[src/rtl/regfile_wb_arbiter_pkg.sv]
`default_nettype none
// +--------------------------------------------------------------------------+
// | Module : regfile_wb_arbiter_pkg                                          |
// | Brief  : Shared types and constants for the register-file write arbiter. |
// | Rev    : 1.0  initial release                                            |
// +--------------------------------------------------------------------------+
package regfile_wb_arbiter_pkg;

    localparam int unsigned REG_NUM = 32;

    typedef logic        bit_t;
    typedef logic [4:0]  reg_addr_t;
    typedef logic [31:0] reg_data_t;

    localparam reg_addr_t REG_ZERO  = 5'd0;
    localparam bit_t      ENABLE    = 1'b1;
    localparam bit_t      DISABLE   = 1'b0;
    localparam reg_data_t ZERO_WORD = 32'h0000_0000;

    typedef enum logic [1:0] {
        WBA_IDLE  = 2'd0,
        WBA_HOLD  = 2'd1,
        WBA_STALL = 2'd2
    } wb_arb_state_t;

    // r0 is hardwired; nothing may ever target it
    function automatic bit_t is_writable(input reg_addr_t addr);
        return (addr != REG_ZERO) ? ENABLE : DISABLE;
    endfunction

endpackage
`default_nettype wire

[src/rtl/regfile_wb_arbiter_if.sv]
`default_nettype none
// +--------------------------------------------------------------------------+
// | Module : regfile_wb_arbiter_if                                           |
// | Brief  : WB-stage, long-unit and regfile write-port bundle.              |
// | Rev    : 1.0  initial release                                            |
// +--------------------------------------------------------------------------+
interface regfile_wb_arbiter_if;
    import regfile_wb_arbiter_pkg::*;

    logic                pipe_we;
    reg_addr_t           pipe_waddr;
    reg_data_t           pipe_wdata;
    logic                lu_issue;
    reg_addr_t           lu_issue_addr;
    logic                lu_valid;
    reg_addr_t           lu_waddr;
    reg_data_t           lu_wdata;
    logic                lu_ready;
    logic                stall_req;
    logic [REG_NUM-1:0]  pending;
    logic                write_enable;
    reg_addr_t           write_addr;
    reg_data_t           write_data;

    modport slave (
        input  pipe_we, pipe_waddr, pipe_wdata,
        input  lu_issue, lu_issue_addr,
        input  lu_valid, lu_waddr, lu_wdata,
        output lu_ready, stall_req, pending,
        output write_enable, write_addr, write_data
    );

    modport master (
        output pipe_we, pipe_waddr, pipe_wdata,
        output lu_issue, lu_issue_addr,
        output lu_valid, lu_waddr, lu_wdata,
        input  lu_ready, stall_req, pending,
        input  write_enable, write_addr, write_data
    );

endinterface
`default_nettype wire

[src/rtl/regfile_wb_arbiter_wb_scoreboard.sv]
`default_nettype none
// +--------------------------------------------------------------------------+
// | Module : wb_scoreboard                                                   |
// | Brief  : Pending-write mask for registers awaiting a long-unit result.   |
// | Rev    : 1.0  initial release                                            |
// +--------------------------------------------------------------------------+
module wb_scoreboard
    import regfile_wb_arbiter_pkg::*;
#(
    parameter int unsigned REG_NUM_P = REG_NUM
)(
    input  logic                 clk,
    input  logic                 rst,
    input  logic                 set_en,
    input  reg_addr_t            set_addr,
    input  logic                 clr_en,
    input  reg_addr_t            clr_addr,
    output logic [REG_NUM_P-1:0] pending
);

    logic [REG_NUM_P-1:0] pending_q;
    logic [REG_NUM_P-1:0] pending_d;

    // Set is applied after clear so a same-cycle reissue keeps the bit
    always_comb begin
        pending_d = pending_q;
        if (clr_en) begin
            pending_d[clr_addr] = 1'b0;
        end
        if (set_en) begin
            pending_d[set_addr] = 1'b1;
        end
        pending_d[0] = 1'b0;
    end

    always_ff @(posedge clk) begin
        if (!rst) begin
            pending_q <= '0;
        end else begin
            pending_q <= pending_d;
        end
    end

    assign pending = pending_q;

endmodule
`default_nettype wire

[src/rtl/regfile_wb_arbiter.sv]
`default_nettype none
// +--------------------------------------------------------------------------+
// | Module : regfile_wb_arbiter                                              |
// | Brief  : Register-file write-port owner merging WB-stage and long-unit   |
// |          writes; WB_ARB_STARVE_EN enables the HOLD->STALL escalation.    |
// | Rev    : 1.0  initial release                                            |
// +--------------------------------------------------------------------------+
module regfile_wb_arbiter
    import regfile_wb_arbiter_pkg::*;
#(
    parameter int unsigned MAX_WAIT = 4
)(
    input  logic                 clk,
    input  logic                 rst,
    regfile_wb_arbiter_if.slave  bus
);

    if (MAX_WAIT < 1) begin : g_max_wait_check
        $error("MAX_WAIT must be at least 1");
    end

    wb_arb_state_t state_q, state_d;
    reg_addr_t     buf_addr_q, buf_addr_d;
    reg_data_t     buf_data_q, buf_data_d;

    logic          w_sel_we;
    reg_addr_t     w_sel_addr;
    reg_data_t     w_sel_data;
    logic          w_lu_ready;
    logic          w_stall_req;
    logic          w_clr_en;
    reg_addr_t     w_clr_addr;
    logic          w_write_enable;

`ifdef WB_ARB_STARVE_EN
    localparam int unsigned CNT_W = $clog2(MAX_WAIT + 1);
    // The capture cycle already counts as one wait behind the pipe
    localparam logic [CNT_W-1:0] STALL_AT = CNT_W'(MAX_WAIT - 1);

    logic [CNT_W-1:0] wait_cnt_q, wait_cnt_d;
`endif

    always_comb begin
        state_d     = state_q;
        buf_addr_d  = buf_addr_q;
        buf_data_d  = buf_data_q;
        w_sel_we    = DISABLE;
        w_sel_addr  = REG_ZERO;
        w_sel_data  = ZERO_WORD;
        w_lu_ready  = DISABLE;
        w_stall_req = DISABLE;
        w_clr_en    = DISABLE;
        w_clr_addr  = REG_ZERO;
`ifdef WB_ARB_STARVE_EN
        wait_cnt_d  = wait_cnt_q;
`endif
        if (rst) begin
            case (state_q)
                WBA_IDLE: begin
                    w_lu_ready = ENABLE;
                    if (bus.pipe_we) begin
                        w_sel_we   = ENABLE;
                        w_sel_addr = bus.pipe_waddr;
                        w_sel_data = bus.pipe_wdata;
                        if (bus.lu_valid && is_writable(bus.lu_waddr)) begin
                            buf_addr_d = bus.lu_waddr;
                            buf_data_d = bus.lu_wdata;
                            state_d    = WBA_HOLD;
`ifdef WB_ARB_STARVE_EN
                            wait_cnt_d = '0;
`endif
                        end
                    end else if (bus.lu_valid) begin
                        w_sel_we   = ENABLE;
                        w_sel_addr = bus.lu_waddr;
                        w_sel_data = bus.lu_wdata;
                        w_clr_en   = ENABLE;
                        w_clr_addr = bus.lu_waddr;
                    end
                end
                WBA_HOLD: begin
                    w_clr_addr = buf_addr_q;
                    if (!bus.pipe_we) begin
                        w_sel_we   = ENABLE;
                        w_sel_addr = buf_addr_q;
                        w_sel_data = buf_data_q;
                        w_clr_en   = ENABLE;
                        state_d    = WBA_IDLE;
                    end else begin
                        w_sel_we   = ENABLE;
                        w_sel_addr = bus.pipe_waddr;
                        w_sel_data = bus.pipe_wdata;
                        // Younger pipe write to the same register supersedes the buffer
                        if (bus.pipe_waddr == buf_addr_q) begin
                            w_clr_en = ENABLE;
                            state_d  = WBA_IDLE;
                        end else begin
`ifdef WB_ARB_STARVE_EN
                            wait_cnt_d = wait_cnt_q + CNT_W'(1);
                            if (wait_cnt_d >= STALL_AT) begin
                                state_d = WBA_STALL;
                            end
`endif
                        end
                    end
                end
`ifdef WB_ARB_STARVE_EN
                WBA_STALL: begin
                    w_stall_req = ENABLE;
                    w_sel_we    = ENABLE;
                    w_sel_addr  = buf_addr_q;
                    w_sel_data  = buf_data_q;
                    w_clr_en    = ENABLE;
                    w_clr_addr  = buf_addr_q;
                    state_d     = WBA_IDLE;
                end
`endif
                default: begin
                    state_d = WBA_IDLE;
                end
            endcase
        end
    end

    always_ff @(posedge clk) begin
        if (!rst) begin
            state_q    <= WBA_IDLE;
            buf_addr_q <= REG_ZERO;
            buf_data_q <= ZERO_WORD;
        end else begin
            state_q    <= state_d;
            buf_addr_q <= buf_addr_d;
            buf_data_q <= buf_data_d;
        end
    end

`ifdef WB_ARB_STARVE_EN
    always_ff @(posedge clk) begin
        if (!rst) begin
            wait_cnt_q <= '0;
        end else begin
            wait_cnt_q <= wait_cnt_d;
        end
    end
`endif

    assign w_write_enable   = w_sel_we && is_writable(w_sel_addr);
    assign bus.write_enable = w_write_enable;
    assign bus.write_addr   = w_write_enable ? w_sel_addr : REG_ZERO;
    assign bus.write_data   = w_write_enable ? w_sel_data : ZERO_WORD;
    assign bus.lu_ready     = w_lu_ready;
    assign bus.stall_req    = w_stall_req;

    wb_scoreboard #(
        .REG_NUM_P (REG_NUM)
    ) u_wb_scoreboard (
        .clk      (clk),
        .rst      (rst),
        .set_en   (bus.lu_issue),
        .set_addr (bus.lu_issue_addr),
        .clr_en   (w_clr_en),
        .clr_addr (w_clr_addr),
        .pending  (bus.pending)
    );

endmodule
`default_nettype wire
[src/flat_wrapper.sv]
// flat-port wrapper written by rule: the top's interface ports become plain ports
module regfile_wb_arbiter_flat import regfile_wb_arbiter_pkg::*;
#(
    parameter int unsigned MAX_WAIT = 4
)
  (clk, rst, bus_pipe_we, bus_pipe_waddr, bus_pipe_wdata, bus_lu_issue, bus_lu_issue_addr, bus_lu_valid, bus_lu_waddr, bus_lu_wdata, bus_lu_ready, bus_stall_req, bus_pending, bus_write_enable, bus_write_addr, bus_write_data);
  regfile_wb_arbiter_if bus_i ();
  input  logic clk;
  input  logic rst;
  input wire logic [$bits(bus_i.pipe_we)-1:0] bus_pipe_we;
  input wire logic [$bits(bus_i.pipe_waddr)-1:0] bus_pipe_waddr;
  input wire logic [$bits(bus_i.pipe_wdata)-1:0] bus_pipe_wdata;
  input wire logic [$bits(bus_i.lu_issue)-1:0] bus_lu_issue;
  input wire logic [$bits(bus_i.lu_issue_addr)-1:0] bus_lu_issue_addr;
  input wire logic [$bits(bus_i.lu_valid)-1:0] bus_lu_valid;
  input wire logic [$bits(bus_i.lu_waddr)-1:0] bus_lu_waddr;
  input wire logic [$bits(bus_i.lu_wdata)-1:0] bus_lu_wdata;
  output wire logic [$bits(bus_i.lu_ready)-1:0] bus_lu_ready;
  output wire logic [$bits(bus_i.stall_req)-1:0] bus_stall_req;
  output wire logic [$bits(bus_i.pending)-1:0] bus_pending;
  output wire logic [$bits(bus_i.write_enable)-1:0] bus_write_enable;
  output wire logic [$bits(bus_i.write_addr)-1:0] bus_write_addr;
  output wire logic [$bits(bus_i.write_data)-1:0] bus_write_data;
  assign bus_i.pipe_we = bus_pipe_we;
  assign bus_i.pipe_waddr = bus_pipe_waddr;
  assign bus_i.pipe_wdata = bus_pipe_wdata;
  assign bus_i.lu_issue = bus_lu_issue;
  assign bus_i.lu_issue_addr = bus_lu_issue_addr;
  assign bus_i.lu_valid = bus_lu_valid;
  assign bus_i.lu_waddr = bus_lu_waddr;
  assign bus_i.lu_wdata = bus_lu_wdata;
  assign bus_lu_ready = bus_i.lu_ready;
  assign bus_stall_req = bus_i.stall_req;
  assign bus_pending = bus_i.pending;
  assign bus_write_enable = bus_i.write_enable;
  assign bus_write_addr = bus_i.write_addr;
  assign bus_write_data = bus_i.write_data;
  regfile_wb_arbiter #(.MAX_WAIT(MAX_WAIT)) u_core (.clk(clk), .rst(rst), .bus(bus_i));
endmodule
[config.mk]
export PLATFORM = sky130hd
export DESIGN_NAME = regfile_wb_arbiter_flat
export DESIGN_NICKNAME = d
export VERILOG_FILES = /design/src/rtl/regfile_wb_arbiter_pkg.sv /design/src/rtl/regfile_wb_arbiter_if.sv /design/src/rtl/regfile_wb_arbiter_wb_scoreboard.sv /design/src/rtl/regfile_wb_arbiter.sv /design/src/flat_wrapper.sv
export SDC_FILE = /design/constraint.sdc
export NUM_CORES = 1
export LEC_CHECK = 0
export CORE_MARGIN = 2
export CORE_UTILIZATION = 46
export DETAILED_ROUTE_END_ITERATION = 16
export PLACE_DENSITY = 0.92
export SLEW_MARGIN = 15
export SYNTH_ARGS = -nofsm -noshare
export SYNTH_HDL_FRONTEND = slang
export SYNTH_SLANG_ARGS = --single-unit
[constraint.sdc]
create_clock -name clk -period 2.3 [get_ports clk]
set_input_delay 0.46 -clock clk [delete_from_list [all_inputs] [get_ports clk]]
set_output_delay 0.46 -clock clk [all_outputs]
set_load 0.02 [all_outputs]
=== Word level (Yosys, flattened, before mapping) ===
Index checks and enable logic that the tools add are counted.

* Add/sub/neg operators: 0
* Multipliers: 0
* Div/mod/pow operators: 0
* $lt $le $gt $ge: 4
* Equality and inequality tests: 5
* Shifts and indexed selects: 0
* Mux-type cells: 39
* Bitwise logic cells: 3
* Reductions and logical operators: 9

{| class="wikitable"
|+ Operators by type and width
! operator !! number
|-
| $mux 32 || 7
|-
| $pmux 32 s2 || 1
|-
| $mux 5 || 7
|-
| $and 32x32->32 || 1
|-
| $not 32->32 || 1
|-
| $or 32x32->32 || 1
|-
| $pmux 5 s2 || 2
|-
| $mux 1 || 13
|-
| $lt 5x6->1 const B || 2
|-
| $demux 1 s5 || 2
|-
| $ge 5x1->1 const B || 2
|-
| $reduce_bool 5->1 || 2
|-
| $mux 2 || 4
|-
| $reduce_and 3->1 || 2
|-
| $eq 5x5->1 || 1
|-
| $logic_and 1x1->1 || 4
|-
| $pmux 1 s2 || 2
|-
| $pmux 2 s2 || 1
|-
| $ne 3x2->1 const B || 1
|-
| $eq 2x1->1 const B || 1
|-
| $logic_not 2->1 || 1
|-
| $ne 2x1->1 const B || 1
|-
| $ne 2x2->1 const B || 1
|}

* Register bits: 71
* Latch bits: 0
* Bits in writable memories: 0
* ROM bits: 0
* Bits of input ports: 84
* Output and inout bits: 72
* Memories kept: 0

=== Longest topological paths before layout ===
* Depth in word-level cells: 13
* Mapped depth: 7
* Depth with buffers taken out: 4

=== Cells and area by module ===
From an unflattened synthesis, not the netlist that was laid out.

* Cells, all modules: 533
* Area, all modules: 4002.6 sq um

{| class="wikitable"
|+ By module, submodules not included
! module !! times used !! cells an instance !! area each (sq um) !! sequential area each (sq um)
|-
| regfile_wb_arbiter || 1 || 399 || 2705.1 || 760.7
|-
| wb_scoreboard || 1 || 134 || 1297.5 || 620.6
|}

=== Worst setup path before layout ===
No wires, ideal clock.

* Path kind: reg-to-output
* From: register u_core.state_q[0]
* To: output bus_write_enable
* Data arrival time: 1691 ps
* Data required time: 1840 ps
* Path slack: 149 ps
* Stages on the path, launching flop included: 6
* Cell sequence: dfxtp_1 buf_2 buf_2 o31a_1 buf_2 a21boi_0

* Longest elaborated chain between the ends: 6

{| class="wikitable"
|+ RTL lines
! item !! line !! text
|-
| start: declaration || regfile_wb_arbiter.sv:22 || <nowiki>wb_arb_state_t state_q, state_d;</nowiki>
|-
| start signal: assignment || regfile_wb_arbiter.sv:131 || <nowiki>state_q <= state_d;</nowiki>
|-
| $eq 2x1->1 or $logic_not 2->1 (tied branches) || regfile_wb_arbiter.sv:58 || <nowiki>case (state_q)</nowiki>
|-
| $pmux 5 s2 || regfile_wb_arbiter.sv:58 ||
|-
| $mux 5 || regfile_wb_arbiter.sv:57 || <nowiki>if (rst) begin</nowiki>
|-
| $reduce_bool 5->1 || regfile_wb_arbiter_pkg.sv:28 || <nowiki>return (addr != REG_ZERO) ? ENABLE : DISABLE;</nowiki>
|-
| $mux 1 || regfile_wb_arbiter_pkg.sv:28 ||
|-
| $logic_and 1x1->1 (*) || regfile_wb_arbiter.sv:147 || <nowiki>assign w_write_enable = w_sel_we && is_writable(w_sel_addr);</nowiki>
|-
| end: declaration || flat_wrapper.sv:21 || <nowiki>output wire logic [$bits(bus_i.write_enable)-1:0] bus_write_enable;</nowiki>
|}

Every way passes the cells marked *; elsewhere a longest branch is shown, timed or not.

=== Worst setup path after layout ===
* From: register u_core.state_q[0]
* To: output bus_write_data[26]

* Longest elaborated chain between the ends: 7

{| class="wikitable"
|+ RTL lines
! item !! line !! text
|-
| $eq 2x1->1 or $logic_not 2->1 (tied branches) || regfile_wb_arbiter.sv:58 ||
|-
| $pmux 5 s2 || regfile_wb_arbiter.sv:58 ||
|-
| $mux 5 || regfile_wb_arbiter.sv:57 ||
|-
| $reduce_bool 5->1 || regfile_wb_arbiter_pkg.sv:28 ||
|-
| $mux 1 || regfile_wb_arbiter_pkg.sv:28 ||
|-
| $logic_and 1x1->1 || regfile_wb_arbiter.sv:147 ||
|-
| $mux 32 (*) || regfile_wb_arbiter.sv:150 || <nowiki>assign bus.write_data = w_write_enable ? w_sel_data : ZERO_WORD;</nowiki>
|-
| end: declaration || flat_wrapper.sv:23 || <nowiki>output wire logic [$bits(bus_i.write_data)-1:0] bus_write_data;</nowiki>
|}

Marks and branches as above.

==> results.txt <==
- TritonCTS built the clock tree.
- After technology mapping, the gate count stands at 624.
- Buffers placed on the I/O ports in this run total between 150 and 200.
- The core region is 9280 um^2.
- The tree is rooted in a clkbuf_8.
- Arrival time at the worst endpoint: just under 2 ns
- Post-CTS clock slew at the launch and capture registers of the worst setup and hold paths: approximately 0.080 ns
- GRT met3 Usage: 0.0458
- Final wirelength: approximately 15000 um
* Global-route total usage across every layer: 0.287
* Proportion of synthesized chip area in sequential cells: 0.314
- The number of pins with negative max-slew slack in the final report was 0.
* Top area cells in the synthesized netlist: dfxtp_1, nand2_1, o211ai_1, nor2_1, a21oi_1
- Setup repair after global routing could not meet its margin everywhere.
* Placement Rows: 35
- In this run the remaining antenna-violating nets after routing total 0.
* Max FO, Critical Path: 8
- Max IR drop VDD: 0.000359 V
- Yosys mapped a number of flops with a built-in enable equal to 0.
- The longest clock path from root to sink contains 2 buffers.
- Critical path startpoint category: register
- Start point of the worst min-delay path: u_core.buf_data_q[26]$_SDFFE_PN0P_
- The first global-routing pass estimated roughly 24000 um of wire.
- Worst Max-Slew Pin Slew: 0.558 ns
- By startpoint and endpoint, the worst setup path is classified as register to output port.
* DP Wirelength: 10500 um
* TritonCTS buffer count: 9
- FF-to-FF End: u_core.u_wb_scoreboard.pending[4]$_SDFF_PN0_
- Final hold analysis gives a worst-case slack of 0.458 ns.
- Clk Latency, worst-skew pair: 0.35 ns
* Post-Synthesis Mean Instance Area: around 7.1 um^2
- Headroom to the max-slew limit came out at 0.624.
* CP Capture Type: output port
* Weighted congestion at the end of routability-driven global placement: about 0.9
- After detailed routing, the number of vias per cell comes to 5.72.
- The hold violation count in the final report was 0.
- 156 I/O pins were placed.
- Required arrival time at the worst endpoint: 1.84 ns
* Number of global-route vias before repair: 5092
- Top cell family by delay on the critical path: buffers and inverters
- The startpoint identified for the worst register-to-register timing path is u_core.state_q[0]$_SDFFE_PN0P_.
* Violated checks: setup timing
- 0 antenna diodes ended up in the layout.
- Number of maximum-capacitance constraint violations: 0
- Counting I/O delays and the setup requirement, the final critical path takes about 2.4 ns.
- Highest achievable clock rate: 411 MHz
* Worst Slack Setup Final: -0.132 ns
- Among all cell types in the netlist, the one instantiated most often is nand2_1.
* Die Width: roughly 100 um
- Post-synth top area share: 0.314
- R2R cell count: 6
- The synthesized design spends more area on one cell type than any other, namely dfxtp_1.
- Iteration-0 DRC Markers: 271
* Worst hold path class: register to register
- Ranking of synthesized cells by instance count: nand2_1, dfxtp_1, o211ai_1
* Critical-path cell list: buf_6 -> a21oi_2 -> a2bb2oi_2 -> nor4_4 -> buf_6 -> clkbuf_16 -> a21oi_1 -> buf_4
- Fill cells: 705
- Power density relative to cell area: 484 nW/um^2
* Detailed-route via count: ~5300
- Synthesized cell area: 4400 um^2
* Met2 track demand over resource: 0.514
- For this run, design rule violations remaining after detail routing come to 0.
- The most used flip-flop cell after synthesis is dfxtp_1.
- In the finished design, the share of the clock period the worst path needs comes to 1.06.
- After global routing the overflow that remains totals 0.
- Together, buffers and inverters on the worst path number 4.
- FF+latch count, synth: 69
* Synth warnings: 0
* Most used routing layer in global routing: met2
- Of the cells placed in the final design, the portion with a size suffix greater than 1 is 0.198.
- Entering global routing, the biggest net connects 50 pins.
- The die covers 10400 um^2.
- Delay contributed by the slowest stage of the critical path: 0.38 ns
- For met1 alone, demand over resource in global routing was 0.343.
* Die boundary height: 102 um
- Flop2flop setup slack: 0.45 ns
- H-tree depth: 3
- Worst min-delay path endpoint: u_core.buf_data_q[26]$_SDFFE_PN0P_
- The pre-antenna-repair detailed-routing pass consisted of 5 iterations.
* Count of nets after finishing: 880
- Critical Path Slowest Stage Cell: dfxtp_4
- Setup violations remaining at the end of the flow were counted as 33.
* Unique cell type count in the Yosys netlist: 47
* Synthesis-to-finish area growth: 53.4%
- Dividing the detail-routed wire length by the instance count gives 16.7 um.
- Hold bufs inserted after CTS: 0
- Starting Density: 0.474
- Number of antenna violations at the first check in global routing: 0
- Counting flops with an async set or reset pin after synthesis yields a share of 0.
- Static leakage: 0.00244 uW
* Clock skew after layout: 0.00835 ns
* Outcome: finished, violations left
* Top cell by count, worst path: buf_6
- Final TNS setup: -3.18 ns
* Sinks on Clock Net: 69
* Number of instances on the worst hold path: 2
power by group:
part / internal (uW) / total [uW] / leakage, uW / switching, uW
sequential: 1230 / 1260 / 0.000561 / 23.3
combinational: 437 / 926 / 0.00177 / 488
clock: 604 / 1080 / 0.000101 / 480
metal layers:
layer / part of all wire / routed length (um) / up-vias
li1: - / - / 2548
met1: 0.40 / 6160 / 2472
met2: 0.49 / 7630 / 256
met3: 0.083 / 1290 / 34
met4: 0.026 / 396 / 0
met5: 0 / 0 / -
state kept, by name (all words and copies together) (netlist names):
name,flops
u_core.buf_data_q,32
u_core.buf_addr_q,5
u_core.state_q,1
u_core.u_wb_scoreboard.pending,31
stage by stage:
stage	total power, uW	setup WS (ns)	util	cells	instance area [um^2]
global placement	2120	-0.663	0.682	904	6330
global route	3410	-0.231	0.727	929	6750
floorplan	1720	0.149	-	625	4410
finish	3270	-0.132	0.727	929	6750
CTS	3210	-0.170	0.708	926	6580
detailed placement	2140	-0.761	0.682	904	6330
cell families (layout without fill, tap and decap cells):
family          after synthesis  after routing  share of synthesized area
simple gates                263            263                      0.270
compound gates              225            225                      0.337
flops                        69             69                      0.314
buf+inv                      60            235                     0.0654
xor+xnor                      5              5                    0.00995
other cells                   1              2                   0.000852
mux                           1              1                    0.00256
timing repair:
action / 4_1_cts / 5_1_grt
setup buffers: 6 / 2
setup endpoints to repair: 39 / 35
pin swaps: 4 / 17
cloned: 1 / 2
resized for setup: 190 / 44
area by class of cell:
type,count,area (um^2),area share
repair buffers,215,2070,0.307
clock inverters,6,88.8,0.0132
multi-input cells,496,2900,0.430
inverters,5,18.8,0.00278
well taps,129,161,0.0239
flip-flops and latches,69,1390,0.205
clock buffers,9,124,0.0184
cells in the final DEF, fill, tap and decap left out, drive strengths merged, types with 2 or more instances in the layout:
cell type and count:
a21oi 40, o21ai 37, nand3 3, or3b 4
a21boi 38, a31oi 32, and2 5, nor2b 9
clkbuf 13, clkinv 2, or2 2, o21bai 2
clkinvlp 2, a2bb2oi 3, buf 95, clkdlybuf4s50 106
nand3b 9, inv 5, bufinv 2, nor3 4
nor4b 2, nor3b 4, nand2 153, xnor2 5
conb 2, o211ai 65, a32oi 5, dlygate4sd2 9
nor2 60, nor4 3, dfxtp 69
worst max path at each step:
| stage | from | end | cells after the start |
|---|---|---|---|
| 6_report | u_core.state_q[0]$_SDFFE_PN0P_ | bus_write_data[26] | 8 |
| 2_1_floorplan | u_core.state_q[0]$_SDFFE_PN0P_ | bus_write_enable | 5 |
| 4_1_cts | bus_lu_waddr[0] | bus_write_data[8] | 9 |
| 3_5_place_dp | bus_lu_valid | bus_write_data[12] | 7 |
| 5_1_grt | u_core.state_q[0]$_SDFFE_PN0P_ | bus_write_data[25] | 8 |
| 3_3_place_gp | bus_lu_valid | bus_write_data[24] | 8 |
worst register-to-register path: stages, from the launching register on:
cell and delay, ns:
dfxtp_4 0.38, buf_6 0.14, buf_4 0.17, nor4b_1 0.31, o21ai_0 0.23, nor2_1 0.35, a31oi_1 0.14
No activity file was read; power rests on OpenSTA's default activity.
